<file path="src/rtl/uart_pkg.sv">
// Shared definitions for the framed UART receiver: parity modes, FSM state
// encoding and the three-input majority helper.
package uart_pkg;

  localparam int PAR_NONE = 0;
  localparam int PAR_ODD  = 1;
  localparam int PAR_EVEN = 2;

  typedef enum logic [2:0] {
    ST_IDLE   = 3'd0,
    ST_START  = 3'd1,
    ST_DATA   = 3'd2,
    ST_PARITY = 3'd3,
    ST_STOP   = 3'd4
  } state_t;

  function automatic logic maj3(input logic a, input logic b, input logic c);
    return (a & b) | (a & c) | (b & c);
  endfunction

endpackage

</file>
<file path="src/rtl/uart_maj3.sv">
// Three-sample majority voter on samp_clk ticks. mid_o is the centre sample, so
// a decision taken when the FSM sees mid-bit on mid_o spans mid-1, mid, mid+1.
module uart_maj3
  import uart_pkg::*;
(
  input  logic clk_i,
  input  logic reset_i,
  input  logic en_i,
  input  logic d_i,
  output logic mid_o,
  output logic maj_o
);

  logic [1:0] hist_q;
  logic [1:0] hist_d;

  // next sample history
  always_comb begin
    hist_d = hist_q;
    if (en_i) begin
      hist_d = {hist_q[0], d_i};
    end else begin
      hist_d = hist_q;
    end
  end

  // history register, reset to the normalised idle level
  always_ff @(posedge clk_i) begin
    if (reset_i) begin
      hist_q <= 2'b11;
    end else begin
      hist_q <= hist_d;
    end
  end

  assign mid_o = hist_q[0];
  assign maj_o = maj3(hist_q[1], hist_q[0], d_i);

endmodule

</file>
<file path="src/rtl/uart_rx_framed.sv">
// Oversampling UART receiver with optional parity, 1 or 2 stop bits, optional
// line inversion, and framing/parity error reporting.
module uart_rx_framed
  import uart_pkg::*;
#(
  parameter int Oversample = 3,
  parameter int Width      = 8,
  parameter int Parity     = 0,
  parameter int Stop       = 1,
  parameter int Invert     = 1
) (
  input  logic             ref_clk,
  input  logic             reset,
  input  logic             samp_clk,
  input  logic             in,
  output logic             ready,
  output logic             bit_clk,
  output logic [Width-1:0] out,
  output logic             perr,
  output logic             ferr
);

  localparam int                    BW        = $clog2(Width + 1);
  localparam logic                  INV       = (Invert != 0);
  localparam logic                  IDLE_RAW  = ~INV;
  localparam logic [Oversample-1:0] CNT_MID   = Oversample'((1 << (Oversample - 1)) - 1);
  localparam logic [Oversample-1:0] CNT_LAST  = '1;
  localparam logic [Oversample-1:0] CNT_ONE   = Oversample'(1);
  localparam logic [BW-1:0]         BIT_LAST  = BW'(Width - 1);
  localparam logic [BW-1:0]         STOP_LAST = BW'(Stop - 1);
  localparam logic [BW-1:0]         BIT_ONE   = BW'(1);

  logic sync1_q, sync2_q;
  logic line_s, mid_s, maj_s, perr_calc_s;
  state_t state_q, state_d;
  logic [Oversample-1:0] tick_q, tick_d;
  logic [BW-1:0] bit_q, bit_d;
  logic [Width-1:0] shift_q, shift_d, out_q, out_d;
  logic par_q, par_d, facc_q, facc_d, hold_q, hold_d;
  logic ready_q, ready_d, bclk_q, bclk_d, perr_q, perr_d, ferr_q, ferr_d;

  // two-flop synchronizer on the raw line
  always_ff @(posedge ref_clk) begin
    if (reset) begin
      sync1_q <= IDLE_RAW;
      sync2_q <= IDLE_RAW;
    end else begin
      sync1_q <= in;
      sync2_q <= sync1_q;
    end
  end

  assign line_s = sync2_q ^ INV;

  uart_maj3 u_maj (
    .clk_i  (ref_clk),
    .reset_i(reset),
    .en_i   (samp_clk),
    .d_i    (line_s),
    .mid_o  (mid_s),
    .maj_o  (maj_s)
  );

  // parity check over the assembled word and received parity bit
  always_comb begin
    case (Parity)
      PAR_ODD:  perr_calc_s = ~((^shift_q) ^ par_q);
      PAR_EVEN: perr_calc_s = (^shift_q) ^ par_q;
      default:  perr_calc_s = 1'b0;
    endcase
  end

  // frame FSM; everything advances only on samp_clk ticks
  always_comb begin
    state_d = state_q;
    tick_d  = tick_q;
    bit_d   = bit_q;
    shift_d = shift_q;
    par_d   = par_q;
    facc_d  = facc_q;
    hold_d  = hold_q;
    out_d   = out_q;
    perr_d  = perr_q;
    ferr_d  = ferr_q;
    ready_d = 1'b0;
    bclk_d  = 1'b0;
    if (samp_clk) begin
      tick_d = tick_q + CNT_ONE;
      case (state_q)
        ST_IDLE: begin
          tick_d = '0;
          if (hold_q) begin
            // after a break, wait for the line to go idle before re-arming
            hold_d = ~mid_s;
          end else if (!mid_s) begin
            state_d = ST_START;
          end else begin
            state_d = ST_IDLE;
          end
        end
        ST_START: begin
          if (tick_q == CNT_MID) begin
            tick_d  = '0;
            bit_d   = '0;
            facc_d  = 1'b0;
            state_d = mid_s ? ST_IDLE : ST_DATA;
          end else begin
            state_d = ST_START;
          end
        end
        ST_DATA: begin
          if (tick_q == CNT_LAST) begin
            shift_d = {maj_s, shift_q[Width-1:1]};
            bclk_d  = 1'b1;
            if (bit_q == BIT_LAST) begin
              bit_d   = '0;
              state_d = (Parity != PAR_NONE) ? ST_PARITY : ST_STOP;
            end else begin
              bit_d = bit_q + BIT_ONE;
            end
          end else begin
            state_d = ST_DATA;
          end
        end
        ST_PARITY: begin
          if (tick_q == CNT_LAST) begin
            par_d   = maj_s;
            state_d = ST_STOP;
          end else begin
            state_d = ST_PARITY;
          end
        end
        ST_STOP: begin
          if (tick_q == CNT_LAST) begin
            facc_d = facc_q | ~maj_s;
            if (bit_q == STOP_LAST) begin
              bit_d   = '0;
              out_d   = shift_q;
              perr_d  = perr_calc_s;
              ferr_d  = facc_q | ~maj_s;
              ready_d = 1'b1;
              hold_d  = ~maj_s;
              state_d = ST_IDLE;
            end else begin
              bit_d = bit_q + BIT_ONE;
            end
          end else begin
            state_d = ST_STOP;
          end
        end
        default: state_d = ST_IDLE;
      endcase
    end else begin
      tick_d = tick_q;
    end
  end

  // state and output registers
  always_ff @(posedge ref_clk) begin
    if (reset) begin
      state_q <= ST_IDLE;
      tick_q  <= '0;
      bit_q   <= '0;
      shift_q <= '0;
      par_q   <= 1'b0;
      facc_q  <= 1'b0;
      hold_q  <= 1'b0;
      out_q   <= '0;
      perr_q  <= 1'b0;
      ferr_q  <= 1'b0;
      ready_q <= 1'b0;
      bclk_q  <= 1'b0;
    end else begin
      state_q <= state_d;
      tick_q  <= tick_d;
      bit_q   <= bit_d;
      shift_q <= shift_d;
      par_q   <= par_d;
      facc_q  <= facc_d;
      hold_q  <= hold_d;
      out_q   <= out_d;
      perr_q  <= perr_d;
      ferr_q  <= ferr_d;
      ready_q <= ready_d;
      bclk_q  <= bclk_d;
    end
  end

  assign ready   = ready_q;
  assign bit_clk = bclk_q;
  assign out     = out_q;
  assign perr    = perr_q;
  assign ferr    = ferr_q;

endmodule

</file>
<file path="config.mk">
export PLATFORM = sky130hd
export DESIGN_NAME = uart_rx_framed
export DESIGN_NICKNAME = d
export VERILOG_FILES = /design/src/rtl/uart_pkg.sv /design/src/rtl/uart_maj3.sv /design/src/rtl/uart_rx_framed.sv
export SDC_FILE = /design/constraint.sdc
export NUM_CORES = 1
export LEC_CHECK = 0
export CAP_MARGIN = 30
export CORE_ASPECT_RATIO = 0.75
export CORE_MARGIN = 2
export CORE_UTILIZATION = 41
export CTS_CLUSTER_SIZE = 20
export DETAILED_ROUTE_END_ITERATION = 8
export PLACE_DENSITY = 0.64
export SLEW_MARGIN = 25
export SYNTH_ARGS = -nofsm -noshare
export SYNTH_HDL_FRONTEND = slang
export SYNTH_HIERARCHICAL = 1
export SYNTH_SLANG_ARGS = --single-unit
export TNS_END_PERCENT = 20
</file>
<file path="constraint.sdc">
create_clock -name ref_clk -period 5.4 [get_ports ref_clk]
set_input_delay 1.62 -clock ref_clk [delete_from_list [all_inputs] [get_ports ref_clk]]
set_output_delay 1.62 -clock ref_clk [all_outputs]
set_load 0.01 [all_outputs]
</file>
Yosys cells after proc, flatten, opt, wreduce, memory -nomap -nowiden:

Cells that the tools add are included.

* bits in registers: 35
* output and inout port bits: 12

* add/subtract/negate cells: 2
* equality and inequality tests: 14
* mux-type cells: 27
* bitwise logic cells: 13
* reductions and logical operators: 13

Operators by type and width (count)
* $mux W3: 7
* $mux W4: 5
* $reduce_and A4 Y1: 4
* $pmux W3 S5: 1
* $pmux W4 S3: 1
* $ne A2 B2 Y1 const B: 5
* $eq A3 B2 Y1 const B: 3
* $mux W1: 8
* $not A1 Y1: 7
* $eq A3 B3 Y1 const B: 2
* $ne A3 B3 Y1 const B: 2
* $pmux W3 S2: 1
* $reduce_and A5 Y1: 1
* $add A4 B1 Y4 const B: 1
* $eq A4 B3 Y1 const B: 1
* $logic_not A4 Y1: 1
* $mux W2: 2
* $pmux W1 S2: 2
* $reduce_bool A2 Y1: 2
* $reduce_or A4 Y1: 1
* $add A3 B1 Y3 const B: 1
* $and A1 B1 Y1: 3
* $eq A3 B1 Y1 const B: 1
* $logic_not A3 Y1: 1
* 4 further kinds: 6

Longest topological paths before layout:

* depth after elaboration: 8
* gate-level depth with buffers: 8

Cells and area by module:

The synthesis kept the hierarchy.

By module, submodules not included
* uart_rx_framed: instances 1, cells an instance 171, area each 1582.8 µm²
* uart_maj3: instances 1, cells an instance 7, area each 80.1 µm²

Worst setup path after synthesis:

OpenSTA, ideal clock, no wires.

* kind: input -> register
* start point: input samp_clk
* end point: register out_q[0], in the netlist out[0]
* library setup time: 0.128 ns
* arrival time: 2.755 ns
* setup slack: 2.518 ns
* stages on the path: 6
* path through: clkbuf_1 -> nand2_1 -> nor4_2 -> buf_4 -> mux2i_1 -> nor2_1

* cells in the longest elaborated chain, start to end: 1

Ends and longest elaborated chain
* start, declared: RTL line uart_rx_framed.sv:14 `input logic samp_clk,`
* $reduce_and A4 Y1 (no line)
* end signal, assigned: RTL line uart_rx_framed.sv:181 `out_q <= out_d;`
* end, declared: RTL line uart_rx_framed.sv:38 `logic [Width-1:0] shift_q, shift_d, out_q, out_d;`

Every way passes these cells.
A chain may end at the register's enable or synchronous reset.

Worst setup path after layout:

* start point: input samp_clk
* end point: register out_q[6], in the netlist out[6]

The elaborated chain is that of the path after synthesis.

==> impl_results.md <==
- Initial Utilization: 41.8%
- TritonCTS Buffers: 5
- Worst setup EP type: flop
- Prevailing post-synth register cell: dfxtp_1
- Final hold viol count: 0
- Multi-input logic area: 873 um^2
- Drt drc: 0
- Root buffer cell: clkbuf_8
- Post-Route Skew: 1.96 ps
- # rows: 20
- CP top delay family: buffers and inverters
- Clock latency on the worst-skew pair: 290 ps
- CTS tree: done
- Nets@finish: 200
- Worst vdd ir: 187 uV
- Starting DRT DRC Count: 78
- Post-Syn Area: 1660 um^2
- GPL Wtd Cong: 0.820
- ANT cells: 0
- Syn_nets: 188
- Post-route minimum period: 3210 ps
- Register area share after synthesis: 42.1%
- CTS Sinks: 35
- Worst path buffer plus inverter count: 2
- R2R Setup Slk: 3360 ps
- Cell at the slowest stage of the critical path: clkdlybuf4s50_1
- Outcome: finished clean
- Top Ports: 16
- Relative slew margins: 65.0%
- Final WL: 3120 um
- CP Launch Type: input port
- Chip Height: 59.2 um
- Drt pass-1 iters: 4
- Final Cycle Share: 59.5%
- Reg area: 701 um^2
- IO buf count: 14
- Synth top area share: 42.1%
- Synth area leader: dfxtp_1
- Share of cells above drive strength 1: 9.95%
- Total Neg Setup Slack: 0 ps
- Count of synthesis-stage warnings from yosys: 6
- Async S/R FF share, synth: 0%
- Layout area overhead: 17.2%
- Core footprint: 3980 um^2
- Max-cap violations: 0
- Number of global-route vias before repair: 1235
- Vias after detailed routing: 1269
- Post-CTS Hold Buffers: 0
- Power per cell area: 268 nW/um^2
- CTS resizes: 0
- Worst EP required: 5560 ps
- Least-Margin Pin Slew: 523 ps
- Commonest non-fill, non-tap cell in the layout: dfxtp_1
- Initial antenna violation count: 0
- Area contributors post-synth: dfxtp_1, mux2i_1, nor2_1
- Post-CTS setup buffers: 0
- Tot GR Track Use: 15.3%
- Number of routed nets with antenna violations: 0
- CP cell instances: clkdlybuf4s50_1, nand2_1, nor4_2, buf_4, mux2i_1, nor2_1
- Full die area: 4590 um^2
- H-tree levels: 2
- Most frequent cells in the layout: dfxtp_1, nor2_1, mux2i_1
- Clock-pin slew on the worst setup and hold paths: 70 ps
- Post-DR vias/cell: 5.16
- Hold Path Class: reg2reg
- Cell variety after synth: 47
- Post-Synthesis Cells: 178
- Die Wd: 77.5 um
- Fill cells: 374
- Global-route wire length before repair: 5420 um
- Crit Path Max Fanout: 12
- Routed WL per cell: 12.7 um
- Lkg Pwr: 0.675 nW
- Hold slack: 440 ps
- RSZ-0062 raised after global routing: false
- Bufs on Longest Clock Path: 2
- CP peak stage delay: 710 ps
- Crit path DAT: 3370 ps
- Final Max Slew Viols: 0
- Final setup viols: 0
- Yosys reg bits: 35
- EDFF count, synth: 0
- Crit path kind: in2reg
- Detailed placement HPWL: 2160 um
- Aggregate global routing overflow: 0
- Avg Cell Area, Syn: 9.34 um^2
- Fmax: 0.311 GHz
- Largest net degree at the start of global routing: 24
[synthesized netlist by cell type, types with 5 or more instances]
cell type,instances
clkbuf_1,5
inv_1,9
mux2i_1,17
ha_1,6
a21oi_1,6
nor3_1,5
nand3_1,5
nor2_1,25
nor2b_1,7
nand2_1,7
dfxtp_1,35
[registers in the layout, summed over array words and instances, names as in the netlist, 2 cells and up]
register	count
bit_q	4
out	8
shift_q	8
state_q	3
tick_q	3
u_maj/hist_q	2
[metrics by stage]
| stage | worst slack, ps | power, mW | std cells | util (%) | cell area, um^2 |
|---|---|---|---|---|---|
| after floorplan | 2520 | 0.282 | 178 | - | 1660 |
| after global placement | 1950 | 0.287 | 238 | 46.0 | 1830 |
| after detailed placement | 1890 | 0.288 | 238 | 46.0 | 1830 |
| after CTS | 2180 | 0.530 | 246 | 49.0 | 1950 |
| after global routing | 1990 | 0.544 | 246 | 49.0 | 1950 |
| final | 2190 | 0.523 | 246 | 49.0 | 1950 |
[metal layers]
| metal | wire (um) | GRT usage, % | vias to the layer above |
|---|---|---|---|
| met5 | 0 | 0 | - |
| met4 | 65 | 7.91 | 0 |
| met3 | 119 | 4.73 | 8 |
| met2 | 1380 | 26.2 | 19 |
| met1 | 1550 | 17.6 | 596 |
| li1 | - | - | 646 |
[worst paths after layout]
path,from,end,cells past startpoint
max,samp_clk,out[6]$_SDFFE_PP0P_,6
min,sync1_q$_SDFF_PP0_,sync2_q$_SDFF_PP0_,1
max reg2reg,state_q[1]$_SDFFE_PP0P_,state_q[1]$_SDFFE_PP0P_,4
min reg2reg,sync1_q$_SDFF_PP0_,sync2_q$_SDFF_PP0_,1
[final cells by class]
cell class              count  share of cell area [%]
clock inverters             3                    2.44
multi-input cells         123                    44.8
repair buffers             16                    7.96
well taps                  55                    3.53
clock buffers               5                    3.53
flip-flops and latches     35                    36.0
inverters                   9                    1.73
[power by group]
| group | internal, mW | switching, mW |
|---|---|---|
| clock network | 0.140 | 0.101 |
| logic | 0.00771 | 0.0110 |
| registers | 0.260 | 0.00284 |
[cell families (layout without fill, tap and decap cells)]
logic type,count (synthesis),in the layout,share of synthesized area [%]
fa+ha+maj,7,7,5.12
flops,35,35,42.1
simple gates,67,67,22.3
compound gates,29,29,12.8
mux,19,19,12.0
buf+inv,20,33,5.34
other cells,1,1,0.226
No activity file was read; power rests on OpenSTA's default activity.
==> RTL change, RTL diff (same settings) <==
Take the reset off `shift_q` and load it in a clocked block of its own.
--- a/src/rtl/uart_rx_framed.sv
+++ b/src/rtl/uart_rx_framed.sv
@@ -162,5 +162,4 @@
       tick_q  <= '0;
       bit_q   <= '0;
-      shift_q <= '0;
       par_q   <= 1'b0;
       facc_q  <= 1'b0;
@@ -175,5 +174,4 @@
       tick_q  <= tick_d;
       bit_q   <= bit_d;
-      shift_q <= shift_d;
       par_q   <= par_d;
       facc_q  <= facc_d;
@@ -187,4 +185,8 @@
   end
 
+  always_ff @(posedge ref_clk) begin
+    shift_q <= shift_d;
+  end
+
   assign ready   = ready_q;
   assign bit_clk = bclk_q;
Function: no difference found for any inputs over 10 cycles, from zero or initial values and one cycle with reset high; that may be too few to reach the edited logic, so the function may still have changed.
==> RTL change against the original RTL <==
  * Sequential power up 3%
  * Cell area unchanged
  * Global-route usage increased by 0.54 points
  * First-iteration DRC count up 12%
  * Cell count decreased by 4.1%
  * Largest power group is now clock
  * Total power up 9.7%
  * Sequential cell count unchanged
  * Setup slack lost 0.099 ns
  * Area after synthesis fell by 0.60%
  * Routed wire length up 3.0%
  * Largest cell class unchanged
  * Highest routed layer unchanged
  * Critical path type unchanged
==> RTL change: results (changes against the original RTL) <==
[global_route]
grt_max_degree=20  ; -17%
antenna_found_initial=0  ; unchanged
grt_pass1_wl_mm=5.53  ; +1.9%
grt_pass1_vias=1165  ; -5.7%
track_usage_pct=15.8  ; +0.54 points

[synth]
synth_commonest_cells=dfxtp_1, nand2_1, a21oi_1
synth_area_leaders=dfxtp_1, edfxtp_1, nand2_1
yosys_warnings=6  ; unchanged
async_flop_share_pct=0  ; unchanged
synth_seq_area_share_pct=47.2  ; +5.1 points
synth.distinct_cells=49  ; +4.3%
synth_edf_count=8  ; +8
synth.avg_cell_area_um2=9.67  ; +3.5%
syn_nets=181  ; -3.7%

[cells_and_area]
nets=193  ; -3.5%
drive_above_1_share_pct=9.78  ; -0.17 points
fin_cells=236  ; -4.1%
fill_cells=368  ; -1.6%
diodes=0  ; unchanged

[clock_network]
cts_setup_buffers=0  ; unchanged
cts-buffers-inserted=5  ; unchanged
clk_latency_ns=0.29  ; about the same
cts-root-buf=clkbuf_8
htreeDepth=2  ; unchanged
cts_resized=0  ; unchanged
clk_pin_slew_worst_paths_ns=0.08
cts.path.max_buffers=2  ; unchanged

[placed_design]
placed_cells=228  ; -4.2%
post-place-ws_ns=1.76  ; -0.125 ns
port_buffers=14  ; unchanged
post-dp-hpwl_mm=2.27  ; +5.1%
place_congestion=0.835  ; +1.9%

[run_status]
outcome=complete, no violations

[min_path]
holdCritStartpoint=out[5]
min_path_cells=2  ; +1
hold_end=out[5]
worstHoldPathType=reg2reg

[worst_setup_path]
r2r_cells=2  ; -2
crit_arrival_ns=3.52  ; +0.15 ns
r2r_end=shift_q[2]
ff2ff_setup_slack_ns=3.26  ; -0.10 ns
r2r_start=state_q[1]
worstPathMaxFanout=15  ; +3

[sta]
slew-limit-headroom_pct=57.2  ; -7.9 points
fin_worst_skew_ns=0.00522  ; +0.00325 ns

[drt]
drt_pre_antenna_iters=4  ; unchanged
wire_per_inst_um=13.6  ; +7.4%
via_per_inst=5.23  ; +1.4%
drtIter0Drc=87  ; +12%

[power]
p_leak_nw=0.641  ; -5.0%
ir_drop_uv=190  ; +1.6%

RTL change: changes by cell type in the layout (fill, tap and decap cells not counted), moves of 3 or more:
cell      change
mux2i_1      -14
nor4bb_1      -3
o21ai_0       +4
nand2_1      +16
edfxtp_1      +8
a21oi_1       +7
dfxtp_1       -8
nor2_1       -16
RTL change: logic make-up after synthesis:
family	synth area share, %
flip-flops	47.2
adder cells (fa/ha/maj)	5.15
buffers and inverters	5.30
AND/OR/NAND/NOR	25.1
multiplexers	1.82
XOR/XNOR	0.530
AO/OA/AOI/OAI	14.6
other	0.227
RTL change: cell type report:
type / instances / area (um2) / share of cell area [%]
clock buffers: 5 / 68.8 / 3.53
clock inverters: 3 / 67.6 / 3.47
inverters: 8 / 30.0 / 1.54
multi-input cells: 118 / 785 / 40.3
flip-flops and latches: 35 / 781 / 40.1
well taps: 52 / 65.1 / 3.34
repair buffers: 15 / 151 / 7.77
RTL change: metal layers:
layer | up-vias | global-route usage (%) | routed length [um] | share of wire [%]
met3 | 3 | 6.25 | 153 | 4.8
met4 | 0 | 4.59 | 24 | 0.75
met1 | 590 | 19.1 | 1520 | 47
met2 | 21 | 26.7 | 1520 | 47
met5 | - | 0 | 0 | 0
li1 | 621 | - | - | -
RTL change: worst max-delay path by stage:
stage | endpoint | slack [ns] | start
after floorplan | shift_q[0] | 2.58 | samp_clk
after global placement | bit_q[2] | 1.87 | samp_clk
after detailed placement | bit_q[2] | 1.76 | samp_clk
after CTS | shift_q[2] | 2.07 | samp_clk
after global routing | bit_q[2] | 1.92 | samp_clk
final | bit_q[2] | 2.09 | samp_clk
RTL change: through the flow:
| stage | area (um2) | hold slack [ns] |
|---|---|---|
| finish | 1950 | 0.452 |
| CTS | 1950 | 0.456 |
| global route | 1950 | 0.465 |
| global placement | 1800 | 0.429 |
| detailed placement | 1810 | 0.434 |
| floorplan | 1650 | 0.414 |
RTL change: where the power goes:
part	total (W)	leakage [nW]	internal [W]	switching (W)
Sequential	0.000272	0.290	0.000269	0.00000305
Combinational	0.0000189	0.287	0.00000815	0.0000107
Clock	0.000282	0.0644	0.000184	0.0000984
Total	0.000573	0.641	0.000461	0.000112
RTL change: worst max-delay path, cell delays in order:
cell and delay, ns:
clkdlybuf4s50_1 0.81, inv_1 0.24, o32ai_4 0.46, mux2i_1 0.14, nor4_2 0.24
